## config.mk

```make
export PLATFORM = sky130hd
export DESIGN_NAME = rr_arbiter4
export DESIGN_NICKNAME = d
export VERILOG_FILES = /design/src/rtl/rr_arbiter4.sv
export SDC_FILE = /design/constraint.sdc
export NUM_CORES = 1
export LEC_CHECK = 0
export BUFFER_PORTS_ARGS = -buffer_cell sky130_fd_sc_hd__buf_4
export CORE_ASPECT_RATIO = 1.25
export CORE_MARGIN = 8
export CORE_UTILIZATION = 40
export DETAILED_ROUTE_END_ITERATION = 7
export MAX_ROUTING_LAYER = met4
export PLACE_DENSITY = 0.63
export SETUP_SLACK_MARGIN = 0.05
export SYNTH_ARGS = -nofsm -noshare
export SYNTH_HDL_FRONTEND = slang
export SYNTH_SLANG_ARGS = --single-unit
```

## constraint.sdc

```tcl
create_clock -name clk -period 4.4 [get_ports clk]
set_input_delay 0.22 -clock clk [delete_from_list [all_inputs] [get_ports clk]]
set_output_delay 0.22 -clock clk [all_outputs]
set_load 0.02 [all_outputs]
```

## src/rtl/rr_arbiter4.sv

```systemverilog
// rr_arbiter4: four-requester round-robin arbiter with grant hold limit,
// one-cycle turnaround gap and registered one-hot grant decode.
module rr_arbiter4 #(
  parameter int unsigned HOLD_MAX = 15,
  parameter int unsigned CW       = 8
) (
  input  logic       clk,
  input  logic       rst_n,
  input  logic [3:0] req,
  output logic [3:0] gnt,
  output logic [1:0] gnt_id,
  output logic       gnt_valid,
  output logic       timeout
);

  localparam logic [1:0] IDLE  = 2'd0;
  localparam logic [1:0] GRANT = 2'd1;
  localparam logic [1:0] GAP   = 2'd2;

  // hold_cnt reaching HoldLast means the owner has held HOLD_MAX cycles
  localparam logic [CW-1:0] HoldLast = CW'(HOLD_MAX - 1);
  localparam logic [CW-1:0] HoldMax  = CW'(HOLD_MAX);

  logic [1:0]    state_q, state_d;
  logic [1:0]    ptr_q, ptr_d;
  logic [CW-1:0] hold_q, hold_d;
  logic [1:0]    gnt_id_q, gnt_id_d;
  logic [3:0]    gnt_q, gnt_d;
  logic          valid_q, valid_d;
  logic          timeout_q, timeout_d;

  logic [1:0]    winner;
  logic [1:0]    cand;

  function automatic logic [3:0] decode(input logic [1:0] id);
    return 4'b0001 << id;
  endfunction

  // Rotating-priority pick: scan from the farthest offset down so the
  // requester closest to ptr is assigned last and wins.
  always_comb begin
    winner = ptr_q;
    cand   = ptr_q;
    for (int k = 3; k >= 0; k--) begin
      cand = ptr_q + 2'(k);
      if (req[cand]) winner = cand;
    end
  end

  // Next-state and registered-output computation.
  always_comb begin
    state_d   = state_q;
    ptr_d     = ptr_q;
    hold_d    = hold_q;
    gnt_id_d  = gnt_id_q;
    gnt_d     = 4'b0000;
    valid_d   = 1'b0;
    timeout_d = 1'b0;
    case (state_q)
      IDLE: begin
        if (|req) begin
          state_d  = GRANT;
          gnt_id_d = winner;
          hold_d   = '0;
          gnt_d    = decode(winner);
          valid_d  = 1'b1;
        end
      end
      GRANT: begin
        if (!req[gnt_id_q]) begin
          // Normal release wins even if the limit is reached this cycle.
          state_d = GAP;
          ptr_d   = gnt_id_q + 2'd1;
        end else if (hold_q == HoldLast) begin
          state_d   = GAP;
          ptr_d     = gnt_id_q + 2'd1;
          timeout_d = 1'b1;
        end else begin
          gnt_d   = decode(gnt_id_q);
          valid_d = 1'b1;
          if (hold_q != HoldMax) hold_d = hold_q + CW'(1);
        end
      end
      GAP: begin
        state_d = IDLE;
      end
      default: begin
        state_d = IDLE;
      end
    endcase
  end

  // State and output registers with asynchronous reset.
  always_ff @(posedge clk or negedge rst_n) begin
    if (!rst_n) begin
      state_q   <= IDLE;
      ptr_q     <= 2'd0;
      hold_q    <= '0;
      gnt_id_q  <= 2'd0;
      gnt_q     <= 4'b0000;
      valid_q   <= 1'b0;
      timeout_q <= 1'b0;
    end else begin
      state_q   <= state_d;
      ptr_q     <= ptr_d;
      hold_q    <= hold_d;
      gnt_id_q  <= gnt_id_d;
      gnt_q     <= gnt_d;
      valid_q   <= valid_d;
      timeout_q <= timeout_d;
    end
  end

  assign gnt       = gnt_q;
  assign gnt_id    = gnt_id_q;
  assign gnt_valid = valid_q;
  assign timeout   = timeout_q;

endmodule
```

# Yosys cells after proc, flatten, opt, wreduce, memory -nomap -nowiden
# Cells that the tools add are included.
[word_totals]
register_bits = 20
input_bits = 6
[op_classes]
add_sub_neg = 5
order_cmp = 5
eq_ne = 9
shift = 2
mux = 36
reduce_logical = 7
[ops]
columns = ["op", "count"]
rows = [
  ["$mux W8", 4],
  ["$mux W2", 9],
  ["$pmux W8 S2", 1],
  ["$lt A2 B3 Y1 const B", 5],
  ["$mux W4", 3],
  ["$mux W1", 11],
  ["$bmux W1 S2", 5],
  ["$add A8 B1 Y8 const B", 1],
  ["$eq A8 B4 Y1 const B", 1],
  ["$ne A2 B2 Y1 const B", 4],
  ["$ne A8 B4 Y1 const B", 1],
  ["$pmux W4 S2", 1],
  ["$shl A1 B2 Y4 const A", 2],
  ["$reduce_and A2 Y1", 3],
  ["$reduce_and A5 Y1", 1],
  ["$add A2 B1 Y2 const B", 2],
  ["$add A2 B2 Y2 const B", 2],
  ["$pmux W2 S2", 1],
  ["$reduce_or A4 Y1", 1],
  ["$ne A3 B3 Y1 const B", 1],
  ["$eq A2 B1 Y1 const B", 1],
  ["$logic_not A2 Y1", 1],
  ["$ne A2 B1 Y1 const B", 1],
  ["$pmux W1 S2", 1],
  ["$reduce_bool A2 Y1", 1],
]

# Longest topological paths before layout
# Gate-level depths: netlist of the first run.
[depth]
ltp_word = 10
depth_mapped = 5
ltp_nobuf = 5

# Worst setup path after synthesis of the first run
# Ideal clock, no wire load.
[synth_timing]
path_type = "reg2reg"
startpoint = "register gnt_id_q[0] (netlist: gnt_id[0])"
endpoint = "register ptr_q[0]"
t_arrival_ps = 1654
required_time_ps = 4275
path_slack_ps = 2621
stages_incl_launch_ff = 4
path_buffers = 0
period_less_slack_ps = 1779
path_cell_list = "dfrtp_1 mux4_2 a21bo_1 mux2_4"
[synth_via]
elab_chain_cells = 4
elab_cells_between_ends = 7
classes_between = "add/sub: 1; eq/ne: 1; mux: 4; reduce/logical: 1"
[synth_lines]
columns = ["item", "line_no", "text"]
rows = [
  ["from (decl)", "27", "logic [1:0] gnt_id_q, gnt_id_d;"],
  ["from (signal assigned)", "107", "gnt_id_q <= gnt_id_d;"],
  ["$bmux W1 S2", "70", "if (!req[gnt_id_q]) begin"],
  ["$mux W1 (implied by the code)", "70", ""],
  ["$ne A2 B1 Y1 (no line)", "n/a", ""],
  ["$reduce_and A2 Y1 (no line)", "n/a", ""],
  ["to (signal assigned)", "105", "ptr_q <= ptr_d;"],
  ["to (decl)", "25", "logic [1:0] ptr_q, ptr_d;"],
]
# Several ways; a longest one is shown, not always the timed one. The select of a mux whose other input is x is not followed.
# A chain may end at the register's enable or synchronous reset.

# Final worst setup path of the first run
[layout_timing]
startpoint = "register hold_q[4]"
endpoint = "register ptr_q[1]"
[layout_via]
elab_chain_cells = 3
[layout_lines]
columns = ["item", "line_no", "text"]
rows = [
  ["from (decl)", "26", "logic [CW-1:0] hold_q, hold_d;"],
  ["from (signal assigned)", "106", "hold_q <= hold_d;"],
  ["$eq A8 B4 Y1", "74", "end else if (hold_q == HoldLast) begin"],
  ["$ne A2 B1 Y1 (no line)", "n/a", ""],
  ["$reduce_and A2 Y1 (no line)", "n/a", ""],
]
# No other way between the ends.

==> key figures, run 1 <==
Status
  • Status: finished clean

Clock tree
  • Clock tree buffer depth: 2
  • CTS tree: done
  • TritonCTS Buffers: 3
  • Clock latency at the later pin of the worst-skew pair: 0.30 ns
  • Clk sink count: 20
  • Htree depth: 1
  • Reg clk slew, reported paths: 0.11 ns
  • CTS Root Cell: clkbuf_4
  • Postcts setup bufs: 0

Global routing
  • Largest net degree at the start of global routing: 21
  • Number of global-route vias before repair: 884
  • Initial antenna violation count: 0
  • First-pass GRT wire length: 3.981 mm
  • GR Overflow Total: 0
  • Met1 Use GR: 12.03%
  • Top Usage Layer GRT: met2
  • Met3 Usage GRT: 2.083%
  • Met2 GRT Util: 18.13%
  • Gr usage total: 10.77%

Placed design
  • RD Place Congestion: 0.8527
  • Port buffer count: 13
  • Post-detail-place hpwl: 1.775 mm

Timing
  • Measured slew at the worst slew-check pin: 0.8834 ns
  • Setup TNS: 0 ns
  • Period minus WS final: 1.789 ns
  • Max Slew Vio Count: 0
  • Final Cycle Share: 40.66%
  • Clk_skew: 0.007759 ns
  • Worst Hold Slack: 0.3154 ns
  • Max Clock Freq: 559.0 MHz
  • Relative slew slack: 40.66%
  • Final Hold Vio Count: 0
  • RSZ-0062 raised after global routing: no
  • # setup viols final: 0

Routing
  • Number of remaining DRC errors: 0
  • Drt wl/cell: 14.93 um
  • Routed WL: 2.285 mm
  • Final ANT Viol Nets: 0
  • Vias per std cell: 5.582
  • First DRT Iteration DRCs: 9
  • Via count: 854
  • First-pass detailed-route iteration total: 2

Logic synthesis
  • Synth Net Count: 115
  • Post-synth EDFFs: 0
  • Ys flop type: dfrtp_1
  • Distinct cells, synth: 38
  • Yosys warnings: 0
  • Sequential-to-total area share from yosys stat: 44.74%
  • Avg Cell Area, Syn: 10.86 um2
  • Synthesized cell area: 0.001119 mm2
  • #FFs+latches synth: 20
  • Syn Inst Count: 103
  • Top cell type's share of synthesized area: 44.74%
  • Synth area leader: dfrtp_1
  • Async SR Flop Fraction: 100.0%
  • Top post-synthesis cells by area: dfrtp_1 45%, ha_1 6.7%, nand2_1 3.4%, o21ai_0 3.1%, mux2i_1 2.7%

Power and ir drop
  • Pleak: 0.6159 nW
  • Max rail drop VDD: 0.3337 mV
  • Power Density: 567.9 mW/mm2

Critical path
  • Worst reg-to-reg path cell count: 4
  • Critical-path maximum fanout: 7
  • Reg2reg setup slack: 2.61 ns
  • Critical Path Sink Type: flop
  • RR Startpoint: hold_q[4]
  • WP data required: 4.59 ns
  • Capturing point of the worst reg2reg path: ptr_q[1]
  • Startpoint types: flop
  • Slowest stage delay, CP: 0.45 ns
  • Buf+Inv Stages, Crit Path: 0
  • Critical setup path kind: flop to flop
  • Top Family by Delay on Critical Path: simple AND/OR/NAND/NOR gates
  • Crit path DAT: 1.98 ns
  • Slowest CP cell: dfrtp_1
  • Critical Path, Cell by Cell: nor4_4 -> nand4_2 -> a21bo_1 -> mux2_4

Hold path
  • HP Class: primary input to asynchronous set/reset pin

Layout
  • Post-layout nets: 132
  • Most frequent cells in the layout: 20 x dfrtp_1, 13 x buf_4, 10 x nand2_1
  • Layout cells sized above 1: 20.17%
  • Layout Utilization: 48.13%
  • Commonest non-fill, non-tap cell in the layout: dfrtp_1
  • P&R area growth vs syn: 15.32%
  • Diode count: 0

Die
  • IO Pins: 14
  • Row count: 21
  • Area of the core: 0.002680 mm2
  • Die width: 63.30 um
  • Die Ht: 75.13 um
  • Die ar.: 0.004755 mm2
  • Initial core utilization: 41.74%

Job
  • Max cap viols: 0
## registers in the layout, indices dropped and copies added (netlist names)
signal / cells
gnt: 4
gnt_id: 2
gnt_valid: 1
hold_q: 8
ptr_q: 2
state_q: 2
timeout: 1
## worst register-to-register path: cells and delay by family (launching register included)
| family | cells | cell delay, ns |
|---|---|---|
| AO/OA/AOI/OAI | 1 | 0.29 |
| AND/OR/NAND/NOR | 2 | 0.63 |
| flip-flops | 1 | 0.45 |
| multiplexers | 1 | 0.31 |
## layout make-up
class	instances	area (um2)
clock buffers	4	36.28
multi-input cells	77	588.1
inverters	4	15.01
repair buffers	14	107.6
flip-flops and latches	20	500.5
well taps	34	42.54
fillers	275	1390
## layer usage
layer	part of all wire (%)	wire length, um
met5	0	0
met4	2.4	55
met1	44	996
met2	51	1165
met3	3.0	68
## per-stage QoR
| step | power, mW | area [um2] | setup slack (ns) | instances |
|---|---|---|---|---|
| final | 0.7325 | 1290 | 2.611 | 153 |
| after CTS | 0.7411 | 1290 | 2.613 | 153 |
| after detailed placement | 0.6336 | 1244 | 2.622 | 148 |
| after global placement | 0.6223 | 1244 | 2.653 | 148 |
| after floorplan | 0.5281 | 1119 | 2.621 | 103 |
| after global routing | 0.7872 | 1290 | 2.479 | 153 |
## synthesized netlist by cell type, types with 2 or more instances
| cell | instances |
|---|---|
| mux2_4 | 2 |
| o31ai_1 | 2 |
| or3_1 | 2 |
| xor2_1 | 3 |
| nand2b_1 | 2 |
| o21ai_0 | 7 |
| inv_1 | 4 |
| nand4_1 | 3 |
| nand2_1 | 10 |
| nand3_1 | 5 |
| mux2i_1 | 3 |
| a21oi_1 | 2 |
| ha_1 | 6 |
| o2111ai_1 | 2 |
| dfrtp_1 | 20 |
| nor2b_1 | 4 |
| nor3_1 | 2 |
| nor2_1 | 4 |
## worst max-delay path by stage
stage | depth (start not counted) | endpoint | startpoint | slack, ns
after global placement | 4 | ptr_q[1] | hold_q[5] | 2.65
after detailed placement | 4 | ptr_q[1] | hold_q[5] | 2.62
after CTS | 4 | ptr_q[1] | hold_q[4] | 2.61
after floorplan | 3 | ptr_q[0] | gnt_id[0] | 2.62
final | 4 | ptr_q[1] | hold_q[4] | 2.61
after global routing | 3 | gnt[1] | state_q[0] | 2.48
## cells by family after synthesis
family	Yosys count	synth area share, %
xor+xnor	3	2.349
compound gates	20	13.31
flops	20	44.74
fa+ha+maj	6	6.711
simple gates	42	22.82
buf+inv	6	2.684
mux	6	7.383
## power breakdown
part           internal [mW]  total, mW  switching [mW]
combinational          0.148      0.339           0.191
sequential             0.238      0.289          0.0515
clock                 0.0504      0.104          0.0536
## timing repair
item | 4_1_cts | 5_1_grt
hold buffers | 1 | 0
setup endpoints to repair | 0 | 0
resized for setup | 0 | 0
endpoints found under the hold margin | 20 | 0
No activity file was read; power rests on OpenSTA's default activity.
==> inputs of run 2 (changes only) <==
==> constraint.sdc (replaced) <==
create_clock -name clk -period 1.8 [get_ports clk]
set_input_delay 0.09 -clock clk [delete_from_list [all_inputs] [get_ports clk]]
set_output_delay 0.09 -clock clk [all_outputs]
set_load 0.02 [all_outputs]
==> run 2 against run 1 <==
  * Design area rose by 2.2%
  * Power up 150%
  * Register-to-register slack lost 2.5 ns
  * Combinational power rose to 2.6 times the previous value
  * Fmax rose by 6.1%
  * Critical path depth shrank 1
  * Routed wire length up 2.2%
  * Critical path type unchanged
==> key figures, run 2 (synthesis gave the netlist of run 1 again) <==
Status
  • Status: finished clean

Routing
  • Drt wl/cell: 14.78 um (-1.0%)
  • Top Metal Used: met4
  • WL met2: 1.179 mm (+1.2%)
  • Via count: 884 (+3.5%)
  • Vias per std cell: 5.595 (+0.24%)
  • Number of remaining DRC errors: 0 (unchanged)
  • Met3 wire length: 80 um (+18%)
  • Final ANT Viol Nets: 0 (unchanged)
  • Routed length on met1: 1.053 mm (+5.7%)
  • First DRT Iteration DRCs: 24 (+15)
  • Routed WL: 2.335 mm (+2.2%)
  • First-pass detailed-route iteration total: 4 (+2)

Placed design
  • Post-detail-place hpwl: 1.829 mm (+3.1%)
  • Port buffer count: 13 (unchanged)
  • RD Place Congestion: 0.8750 (+2.6%)
  • Cell Area, Placed: 0.001260 mm2 (+1.3%)

Critical path
  • Critical Path, Cell by Cell: mux4_2 -> a21bo_1 -> mux2_4
  • Critical setup path kind: flop to flop
  • Critical Path Sink Type: flop
  • Startpoint types: flop
  • WP data required: 1.97 ns (-2.62 ns)
  • Crit path DAT: 1.86 ns (-0.12 ns)
  • Critical-path maximum fanout: 6 (-1)
  • Slowest CP cell: mux4_2
  • Slowest stage delay, CP: 0.57 ns (+0.12 ns)

Layout
  • Layout cells sized above 1: 23.39% (+3.2 points)
  • Commonest non-fill, non-tap cell in the layout: dfrtp_1
  • Max reg flops: 8 (unchanged)
  • Filler Cell Count: 256 (-6.9%)
  • Reg area: 501.7 um2 (+0.25%)
  • Post-layout nets: 137 (+3.8%)
  • Design area: 0.001319 mm2 (+2.2%)
  • Diode count: 0 (unchanged)
  • Most flop-heavy register: hold_q
  • Most frequent cells in the layout: 19 x dfrtp_1, 18 x buf_4, 10 x nand2_1
  • Footprint of the multi-input gates: 588.1 um2 (unchanged)
  • P&R area growth vs syn: 17.90%

Hold path
  • HP Class: primary input to asynchronous set/reset pin

Timing
  • Final Hold Vio Count: 0 (unchanged)
  • Clk_skew: 0.01604 ns (+0.008278 ns)
  • Measured slew at the worst slew-check pin: 0.3883 ns (-0.4950 ns)
  • Period minus WS final: 1.686 ns (-0.1025 ns)
  • RSZ-0062 raised after global routing: no
  • Relative slew slack: 73.77% (+33 points)
  • Max Slew Vio Count: 0 (unchanged)
  • Max Clock Freq: 593.0 MHz (+6.1%)
  • Final Cycle Share: 93.69% (+53 points)
  • Setup TNS: 0 ns (unchanged)
  • # setup viols final: 0 (unchanged)

Clock tree
  • Reg clk slew, reported paths: 0.11 ns (about the same)
  • Clk sink count: 20 (unchanged)
  • CTS Root Cell: clkbuf_4
  • Post-CTS sizing: 0 (unchanged)
  • TritonCTS Buffers: 3 (unchanged)
  • CTS tree: done
  • Htree depth: 1 (unchanged)
  • Clock latency at the later pin of the worst-skew pair: 0.29 ns (about the same)
  • Clock tree buffer depth: 2 (unchanged)

Power and ir drop
  • Register share of total power: 38.9% (-0.6 points)
  • Total chip power: 1.813 mW (+150%)
  • Share of total power in combinational logic: 49.6% (+3.3 points)
  • Cell internal pwr: 1.082 mW (+150%)
  • Switch share: 40.29% (-0.13 points)
  • Power Density: 1375 mW/mm2 (+140%)
  • P_sw: 0.7305 mW (+150%)
  • Max rail drop VDD: 0.8875 mV (+170%)
  • Clk network pwr share: 11.6% (-2.6 points)
  • Pleak: 0.6324 nW (+2.7%)

Global routing
  • First-pass GRT wire length: 4.202 mm (+5.6%)
  • Gr usage total: 11.26% (+0.49 points)
  • Initial antenna violation count: 0 (unchanged)
  • Largest net degree at the start of global routing: 21 (unchanged)
  • GR Overflow Total: 0 (unchanged)
  • Number of global-route vias before repair: 890 (+0.68%)

Die
  • Row count: 21 (unchanged)
  • Die width: 63.30 um (unchanged)
  • Area of the core: 0.002680 mm2 (unchanged)
  • Initial core utilization: 41.74% (unchanged)
  • Die ar.: 0.004755 mm2 (unchanged)
  • IO Pins: 14 (unchanged)
  • Die Ht: 75.13 um (unchanged)

Job
  • Max cap viols: 0 (unchanged)
run 2: cell types whose count changed in the layout (fill, tap and decap cells not counted):
| cell | delta |
|---|---|
| clkbuf_8 | -1 |
| clkbuf_1 | +1 |
| buf_4 | +5 |
| dfrtp_2 | +1 |
| dfrtp_1 | -1 |
run 2: worst paths after layout:
check / from / to / slack [ns] / depth (start not counted)
max: gnt_id[0] / ptr_q[1] / 0.11 / 3
min: rst_n / hold_q[2] / 0.20 / 2
max reg2reg: gnt_id[0] / ptr_q[1] / 0.11 / 3
min reg2reg: hold_q[0] / hold_q[0] / 0.55 / 1
max in group asynchronous: rst_n / gnt_id[1] / 1.38 / 2
min in group clk: req[1] / gnt[2] / 0.22 / 3
run 2: critical path: cells and delay by family (launching register included):
family	cells	cell delay [ns]
muxes	2	0.88
AOI/OAI and AO/OA	1	0.28
DFF	1	0.41
run 2: stage by stage:
stage	hold slack [ns]	worst slack [ns]	util [%]	cells
2_1_floorplan	-0.2056	0.1060	-	103
3_3_place_gp	-0.01933	0.1563	47.01	150
3_5_place_dp	-0.01992	0.1032	47.01	150
4_1_cts	0.1912	0.05856	48.37	155
5_1_grt	0.2111	0.08013	49.21	158
6_report	0.2001	0.1136	49.21	158
run 2: layout make-up:
cell class	instances	share of cell area [%]
multi-input combinational	77	44.59
clock buffer	4	1.992
tap	34	3.226
timing repair buffer	19	11.01
inverter	4	1.139
sequential	20	38.05
run 2: layer usage:
| metal | up-vias | global-route usage, % |
|---|---|---|
| met5 | - | - |
| met1 | 441 | 13.70 |
| li1 | 424 | - |
| met3 | 2 | 2.232 |
| met2 | 17 | 18.13 |
| met4 | 0 | 4.467 |
run 2: timing repair:
item	4_1_cts	5_1_grt
buffers inserted	0	3
endpoints found under the setup margin	0	2
hold buffers	1	0
hold endpoints to repair	20	0
run 2: power by group through the flow:
stage               clock [mW]  sequential, mW  combinational [mW]
detailed placement           0           0.719               0.846
global route             0.246           0.728                1.01
floorplan                    0           0.771               0.523
global placement             0           0.709               0.827
CTS                      0.224           0.712               0.851
finish                   0.210           0.705               0.898
